**config.mk**
```make
export PLATFORM = sky130hd
export DESIGN_NAME = write_back_pipe
export DESIGN_NICKNAME = d
export VERILOG_FILES = /design/src/rtl/write_back_pipe.sv
export SDC_FILE = /design/constraint.sdc
export NUM_CORES = 1
export LEC_CHECK = 0
export BUFFER_PORTS_ARGS = -buffer_cell sky130_fd_sc_hd__buf_2
export CELL_PAD_IN_SITES_DETAIL_PLACEMENT = 0
export CELL_PAD_IN_SITES_GLOBAL_PLACEMENT = 1
export CORE_MARGIN = 1.5
export CORE_UTILIZATION = 36
export CTS_BUF_LIST = sky130_fd_sc_hd__clkbuf_16
export DETAILED_ROUTE_END_ITERATION = 8
export PLACE_DENSITY_LB_ADDON = 0.2
export SLEW_MARGIN = 20
export SYNTH_ARGS = -nofsm -noshare
export SYNTH_HDL_FRONTEND = slang
export SYNTH_SLANG_ARGS = --single-unit
```
**constraint.sdc**
```tcl
create_clock -name clk -period 2.2 [get_ports clk]
set_clock_uncertainty 0.1 [all_clocks]
set_input_delay 0.22 -clock clk [delete_from_list [all_inputs] [get_ports clk]]
set_output_delay 0.22 -clock clk [all_outputs]
set_load 0.02 [all_outputs]
```
**src/rtl/write_back_pipe.sv**
```systemverilog
// Write-back stage: ALU/memory result select, two-entry elastic buffer (head + skid)
// feeding the register-file write port, with forwarding lookup, last-write capture and retire count.
module write_back_pipe #(
  parameter int DATA_W     = 8,
  parameter int REG_ADDR_W = 3,
  parameter int CNT_W      = 16,
  parameter bit ZERO_REG   = 1'b1
) (
  input  logic                  clk,
  input  logic                  reset,
  input  logic                  in_valid,
  output logic                  in_ready,
  input  logic [DATA_W-1:0]     in_alu_res,
  input  logic [DATA_W-1:0]     in_mem_res,
  input  logic                  in_sel_mem,
  input  logic [REG_ADDR_W-1:0] in_rd,
  input  logic                  in_we,
  input  logic                  flush,
  input  logic                  rf_busy,
  output logic                  rf_we,
  output logic [REG_ADDR_W-1:0] rf_waddr,
  output logic [DATA_W-1:0]     rf_wdata,
  input  logic [REG_ADDR_W-1:0] fwd_qaddr,
  output logic                  fwd_hit,
  output logic [DATA_W-1:0]     fwd_data,
  output logic [DATA_W-1:0]     ans_wb,
  output logic [CNT_W-1:0]      retire_cnt
);

  typedef enum logic [1:0] {
    EMPTY = 2'd0,
    FULL  = 2'd1,
    SKID  = 2'd2
  } state_t;

  localparam logic [CNT_W-1:0] CNT_ONE = 1;

  function automatic logic [DATA_W-1:0] sel_result(input logic                sel_mem,
                                                   input logic [DATA_W-1:0] alu_res,
                                                   input logic [DATA_W-1:0] mem_res);
    return sel_mem ? mem_res : alu_res;
  endfunction

  // An entry only reaches the register file if it writes and does not target a hard-wired r0.
  function automatic logic writes_reg(input logic we, input logic [REG_ADDR_W-1:0] rd);
    return we && !(ZERO_REG && (rd == '0));
  endfunction

  state_t                state;
  logic                  vld_p1;
  logic                  skid_vld_p1;
  logic                  accept;
  logic                  retire;

  // Stage p0: incoming entry, already muxed
  logic [DATA_W-1:0]     data_p0;

  // Stage p1: head (oldest) and skid (youngest) entries
  logic [DATA_W-1:0]     head_data_p1;
  logic [REG_ADDR_W-1:0] head_rd_p1;
  logic                  head_we_p1;
  logic [DATA_W-1:0]     skid_data_p1;
  logic [REG_ADDR_W-1:0] skid_rd_p1;
  logic                  skid_we_p1;

  logic                  q_ok;
  logic                  head_match;
  logic                  skid_match;

  assign data_p0     = sel_result(in_sel_mem, in_alu_res, in_mem_res);
  assign vld_p1      = (state != EMPTY);
  assign skid_vld_p1 = (state == SKID);
  assign accept      = in_valid & in_ready & ~flush;
  assign retire      = vld_p1 & ~rf_busy & ~flush;

  assign rf_we    = retire & writes_reg(head_we_p1, head_rd_p1);
  assign rf_waddr = head_rd_p1;
  assign rf_wdata = head_data_p1;

  // in_ready is written alongside each state change so it always mirrors "next state != SKID".
  always_ff @(posedge clk or posedge reset) begin
    if (reset) begin
      state        <= EMPTY;
      in_ready     <= 1'b1;
      head_data_p1 <= '0;
      head_rd_p1   <= '0;
      head_we_p1   <= 1'b0;
    end else if (flush) begin
      state    <= EMPTY;
      in_ready <= 1'b1;
    end else begin
      case (state)
        EMPTY: begin
          if (accept) begin
            state        <= FULL;
            head_data_p1 <= data_p0;
            head_rd_p1   <= in_rd;
            head_we_p1   <= in_we;
          end
        end
        FULL: begin
          if (accept && retire) begin
            head_data_p1 <= data_p0;
            head_rd_p1   <= in_rd;
            head_we_p1   <= in_we;
          end else if (accept) begin
            state    <= SKID;
            in_ready <= 1'b0;
          end else if (retire) begin
            state <= EMPTY;
          end
        end
        SKID: begin
          if (retire) begin
            state        <= FULL;
            in_ready     <= 1'b1;
            head_data_p1 <= skid_data_p1;
            head_rd_p1   <= skid_rd_p1;
            head_we_p1   <= skid_we_p1;
          end
        end
        default: begin
          state    <= EMPTY;
          in_ready <= 1'b1;
        end
      endcase
    end
  end

  // Skid contents are only observed while state is SKID, so they need no reset.
  always_ff @(posedge clk) begin
    if ((state == FULL) && accept && !retire) begin
      skid_data_p1 <= data_p0;
      skid_rd_p1   <= in_rd;
      skid_we_p1   <= in_we;
    end
  end

  always_ff @(posedge clk or posedge reset) begin
    if (reset) begin
      ans_wb     <= '0;
      retire_cnt <= '0;
    end else begin
      if (rf_we) begin
        ans_wb <= head_data_p1;
      end
      if (retire) begin
        retire_cnt <= retire_cnt + CNT_ONE;
      end
    end
  end

  assign q_ok       = !(ZERO_REG && (fwd_qaddr == '0));
  assign head_match = vld_p1 & head_we_p1 & (head_rd_p1 == fwd_qaddr) & q_ok;
  assign skid_match = skid_vld_p1 & skid_we_p1 & (skid_rd_p1 == fwd_qaddr) & q_ok;

  // Skid is younger than head, so it wins when both match.
  always_comb begin
    fwd_hit  = 1'b0;
    fwd_data = '0;
    if (!flush) begin
      if (skid_match) begin
        fwd_hit  = 1'b1;
        fwd_data = skid_data_p1;
      end else if (head_match) begin
        fwd_hit  = 1'b1;
        fwd_data = head_data_p1;
      end
    end
  end

endmodule

```
-- Word-level counts from Yosys, hierarchy flattened
Cells that the tools add are included.
- register bits after elaboration: 51
- input port bits: 29
- output and inout port bits: 46
- $add $sub $neg: 1
- eq/ne operators: 13
- muxes and demuxes: 31
- bitwise operators: 13
- reduce and logical (&&, ||, !) cells: 15
- operators by type and width (cell ; number):
    2-to-1 mux 8 bit ; 7
    one-hot mux 8 bit (3 select lines) ; 1
    adder 16 x 1 -> 16 bit, second input constant ; 1
    2-to-1 mux 2 bit ; 6
    bitwise AND 1 bit ; 11
    2-to-1 mux 1 bit ; 10
    2-to-1 mux 3 bit ; 3
    inequality test 3 bit, second input constant ; 3
    one-hot mux 3 bit (3 select lines) ; 1
    AND reduction 4 bit ; 2
    equality test 3 bit ; 2
    zero test 3 bit ; 2
    inequality test 2 bit, second input constant ; 3
    one-hot mux 1 bit (3 select lines) ; 2
    one-hot mux 2 bit (3 select lines) ; 1
    AND reduction 5 bit ; 1
    logical AND 1 bit ; 4
    inequality test 4 bit, second input constant ; 1
    zero test 1 bit ; 3
    inequality test 3 x 2 -> 1 bit, second input constant ; 1
    nonzero test 3 bit ; 1
    equality test 2 x 1 -> 1 bit, second input constant ; 1
    equality test 2 bit, second input constant ; 1
    zero test 2 bit ; 1
    other kinds (3) ; 4

-- Logic depth before layout (Yosys ltp)
- word-level depth: 8
- depth in mapped cells: 6

-- Least setup slack after synthesis
OpenSTA, ideal clock, no wires.
- path kind: flip-flop to flip-flop
- start: reg in_ready
- end: reg skid_data_p1[0] (enable)
- data arrival time: 1.698 ns
- slack: 0.003 ns
- cell stages (with the launch flop): 3
- path buffers: 0
- path through: dfstp_2 -> nand3b_1 -> nor3_1
- word-level cells in the longest chain between the ends: 4
- RTL lines (element ; line ; text):
    from (decl) ; 12 ; output logic in_ready,
    from (signal assigned) ; 84 ; in_ready <= 1'b1;
    from (signal assigned) ; 90 ; in_ready <= 1'b1;
    from (signal assigned) ; 108 ; in_ready <= 1'b0;
    bitwise AND 1 bit (2 in series) ; 73 ; assign accept = in_valid & in_ready & ~flush;
    logical AND 1 bit (2 in series) ; 132 ; if ((state == FULL) && accept && !retire) begin
    to (signal assigned) ; 133 ; skid_data_p1 <= data_p0;
    to (decl) ; 62 ; logic [DATA_W-1:0] skid_data_p1;
Every way passes these cells.
A chain may end at the register's enable or synchronous reset.

-- Worst setup path after layout
- start: reg skid_rd_p1[2]
- end: out fwd_data[5]
- word-level cells in the longest chain between the ends: 5
- RTL lines (element ; line ; text):
    from (decl) ; 63 ; logic [REG_ADDR_W-1:0] skid_rd_p1;
    from (signal assigned) ; 134 ; skid_rd_p1 <= in_rd;
    equality test 3 bit ; 155 ; assign skid_match = skid_vld_p1 & skid_we_p1 & (skid_rd_p1 == fwd_qaddr) & q_ok;
    bitwise AND 1 bit (2 in series) ; 155 ;
    2-to-1 mux 8 bit ; 162 ; if (skid_match) begin
    2-to-1 mux 8 bit ; 161 ; if (!flush) begin
    to (decl) ; 25 ; output logic [DATA_W-1:0] fwd_data,
Every way passes these cells.

==> results.tsv <==
stage	metric	value	unit
status	status	finished, violations left	
status	violations	negative setup slack	
cts	h-tree-depth	2	
power_and_ir_drop	irDropWorstVdd	0.395	mV
finish	final_cell_area	3410	um2
critical_path	cp_cell_sequence	or3b_1 -> a211o_1 -> a211oi_2 -> buf_4 -> mux2i_2 -> buf_4	
die	row_count	30	
die	die_h	88.2	um
synthesis	yosys.area.top_type_share	36.4	%
finish	seqCellArea	1340	um2
cts	cts_buffer_depth	2	
synthesis	synthArstFlopShare	76.5	%
global_route	grt-ovfl-total	0	
die	die_w	88.2	um
job	drv_cap	0	
synthesis	syn-num-nets	246	
synthesis	synth-main-ff-cell	dfrtp_1	
synthesis	syn-cell-area	2610	um2
timing	layout_setup_ws	-296	ps
route	wl_per_cell	15.1	um
cts	clock-sinks	51	
critical_path	path_class	flip-flop to primary output	
finish	syn_to_final_growth	30.5	%
synthesis	synth_compound_area_share	4.21	%
global_route	use_met1	23.6	%
die	coreArea	6910	um2
finish	fillCellCount	696	
timing	holdWs	19.9	ps
die	pin_count	75	
global_route	antenna_found_initial	0	
critical_path	slowest_stage	edfxtp_1	
synthesis	synth_warnings	0	
power_and_ir_drop	power	2.96	mW
global_route	grt_max_degree	40	
timing	worst_slew_pin_slew	651	ps
critical_path	path_buf_inv	2	
finish	nNetsFinal	337	
timing	finalHoldViolations	0	
placed_design	gp_congestion	0.740	
synthesis	synth.area.top_cells	dfrtp_1 (36%), mux2_2 (17%), edfxtp_1 (14%)	
critical_path	crit_family	compound AO/OA/AOI/OAI gates	
cts	root_buffer	clkbuf_16	
synthesis	synth_top_cells_by_count	mux2_2 (40), dfrtp_1 (38), nand2_1 (18)	
route	ant_nets	0	
placed_design	port_buffers	74	
cts	cts_tree	yes	
timing	timing.fmax	0.401	GHz
placed_design	place_inst	395	
synthesis	synth_cell_type_count	40	
global_route	top_usage_layer	met2	
synthesis	synth_top_family_by_area	multiplexers	
timing	slew_headroom	56.5	%
power_and_ir_drop	p_leak	1.52	nW
route	via_per_inst	4.84	
critical_path	start_kind	flip-flop	
critical_path	worst_setup_path_end_kind	primary output	
synthesis	synth_fa_ha_area_share	0.479	%
finish	multi_input_area	1240	um2
synthesis	ys_seq_area_share	51.2	%
timing	rsz0062_at_grt	yes	
synthesis	synth_top_area_cell	dfrtp_1	
timing	finalWorstPathRequiredPeriod	2500	ps
synthesis	synth_edf_count	12	
route	dr.first_iter.drc_count	71	
hold_path	hp-class	input port to flip-flop	
synthesis	synth_xor_area_share	6.37	%
global_route	first_global_vias	1927	
timing	fin_crit_sh	113	%
critical_path	worst-path-max-fanout	5	
global_route	grt.met3_usage	3.39	%
power_and_ir_drop	powerDensity	870	nW/um2
finish	drive_gt1_share	49.4	%
timing	finalSetupTns	-1930	ps
cts	clk_pin_slew	70	ps
synthesis	yosysMostFrequentCell	mux2_2	
cts	insertion_delay	290	ps
synthesis	synth_seq_cells	51	
placed_design	dpl_cell_area	3200	um2
critical_path	worstPathRequired	1880	ps
global_route	grtUsageMet2	26.6	%
die	die-area	7780	um2
cts	cts_inserted_buffers	5	
die	start_util	37.8	%
route	dr.pass1.iters	4	
placed_design	dp_hpwl	4370	um
synthesis	avgSynthCellArea	12.1	um2
critical_path	crit_top_cell	buf_4	
route	drc	0	
timing	drv_slew	0	
synthesis	syn_inst	216	
finish	antenna_cells	0	
critical_path	crit_path_max_incr_delay	390	ps
synthesis	synth_simple_gate_area_share	15.2	%
route	wl	6110	um
critical_path	crit_arrival	2180	ps
route	via_count	1954	
global_route	grt_pass1_wl	9790	um
global_route	grt_use_total	16.7	%
timing	setup_viol	9	
finish	final_cells	404	
synthesis	synth.area.mux_share	20.3	%
[final cells by class]
type | count | area share, %
clock inverters | 3 | 0.551
inverters | 4 | 0.441
flip-flops and latches | 51 | 39.2
well taps | 96 | 3.52
clock buffers | 5 | 3.67
repair buffers | 92 | 16.0
multi-input cells | 153 | 36.5
[sequential cells by signal, indices dropped and copies added, names as in the netlist]
register,count
head_we_p1,1
skid_data_p1,8
skid_we_p1,1
skid_rd_p1,3
in_ready,1
retire_cnt,16
rf_waddr,3
state,2
rf_wdata,8
ans_wb,8
[through the flow]
stage / utilization, % / setup slack, ps
floorplan: - / 3.39
finish: 49.3 / -296
detailed placement: 46.4 / -26.4
CTS: 49.2 / -307
global placement: 46.4 / -6.46
global route: 49.3 / -383
[cell usage in the layout (no fill, tap or decap), types with 2 or more instances in the layout]
cell type	count
nand3_1	6
nor2b_1	10
nand4_1	14
mux2i_1	6
xor2_1	9
o21ai_0	2
buf_4	24
a21oi_1	3
nor3_2	3
nor2_1	8
buf_2	65
clkbuf_16	5
nand2_1	18
xnor2_1	10
mux2_2	40
mux2i_2	2
dfrtp_1	38
edfxtp_1	12
inv_1	4
and3_1	2
o21bai_1	2
[worst register-to-register path: stages (launching register included)]
cell      delay [ps]
dfstp_2          580
nand3b_1         140
or2_2            310
a21oi_2          180
buf_12           160
mux2_2           350
[worst paths after layout]
| path | to | slack (ps) | cells after the start | from |
|---|---|---|---|---|
| max | fwd_data[5] | -300 | 6 | skid_rd_p1[2] |
| min | skid_rd_p1[1] | 20 | 1 | in_rd[1] |
| max reg2reg | rf_waddr[2] | 250 | 5 | in_ready |
| min reg2reg | retire_cnt[15] | 370 | 1 | retire_cnt[15] |
| max in group asynchronous | in_ready | 1140 | 4 | reset |
| min in group asynchronous | retire_cnt[4] | 490 | 4 | reset |
[routing by layer]
| metal | wire length [um] | part of all wire, % |
|---|---|---|
| met1 | 2930 | 48 |
| met4 | 27 | 0.44 |
| met5 | 0 | 0 |
| met2 | 2900 | 47 |
| met3 | 255 | 4.2 |
[report_power, final]
part | leakage, nW | switching, mW | total, mW | internal [mW]
clock network | 0.0744 | 0.351 | 0.773 | 0.422
registers | 0.597 | 0.159 | 1.31 | 1.15
logic | 0.844 | 0.491 | 0.880 | 0.389
[logic make-up (layout without fill, tap and decap cells)]
logic type / count (synthesis) / count (layout)
buffers and inverters: 12 / 104
DFF: 51 / 51
and+or+nand+nor: 71 / 71
adders and majority gates: 1 / 1
AOI/OAI and AO/OA: 14 / 14
muxes: 48 / 48
xor gates and xnor gates: 19 / 19
[repair_timing]
item                                    4_1_cts  5_1_grt
endpoints found under the setup margin       10        9
setup buffers                                 0        0
resized for setup                            10        4
hold buffers                                  1        0
pin swaps                                     2        0
hold endpoints to repair                     38        0
Note: power is estimated with default switching activity, not from simulation.
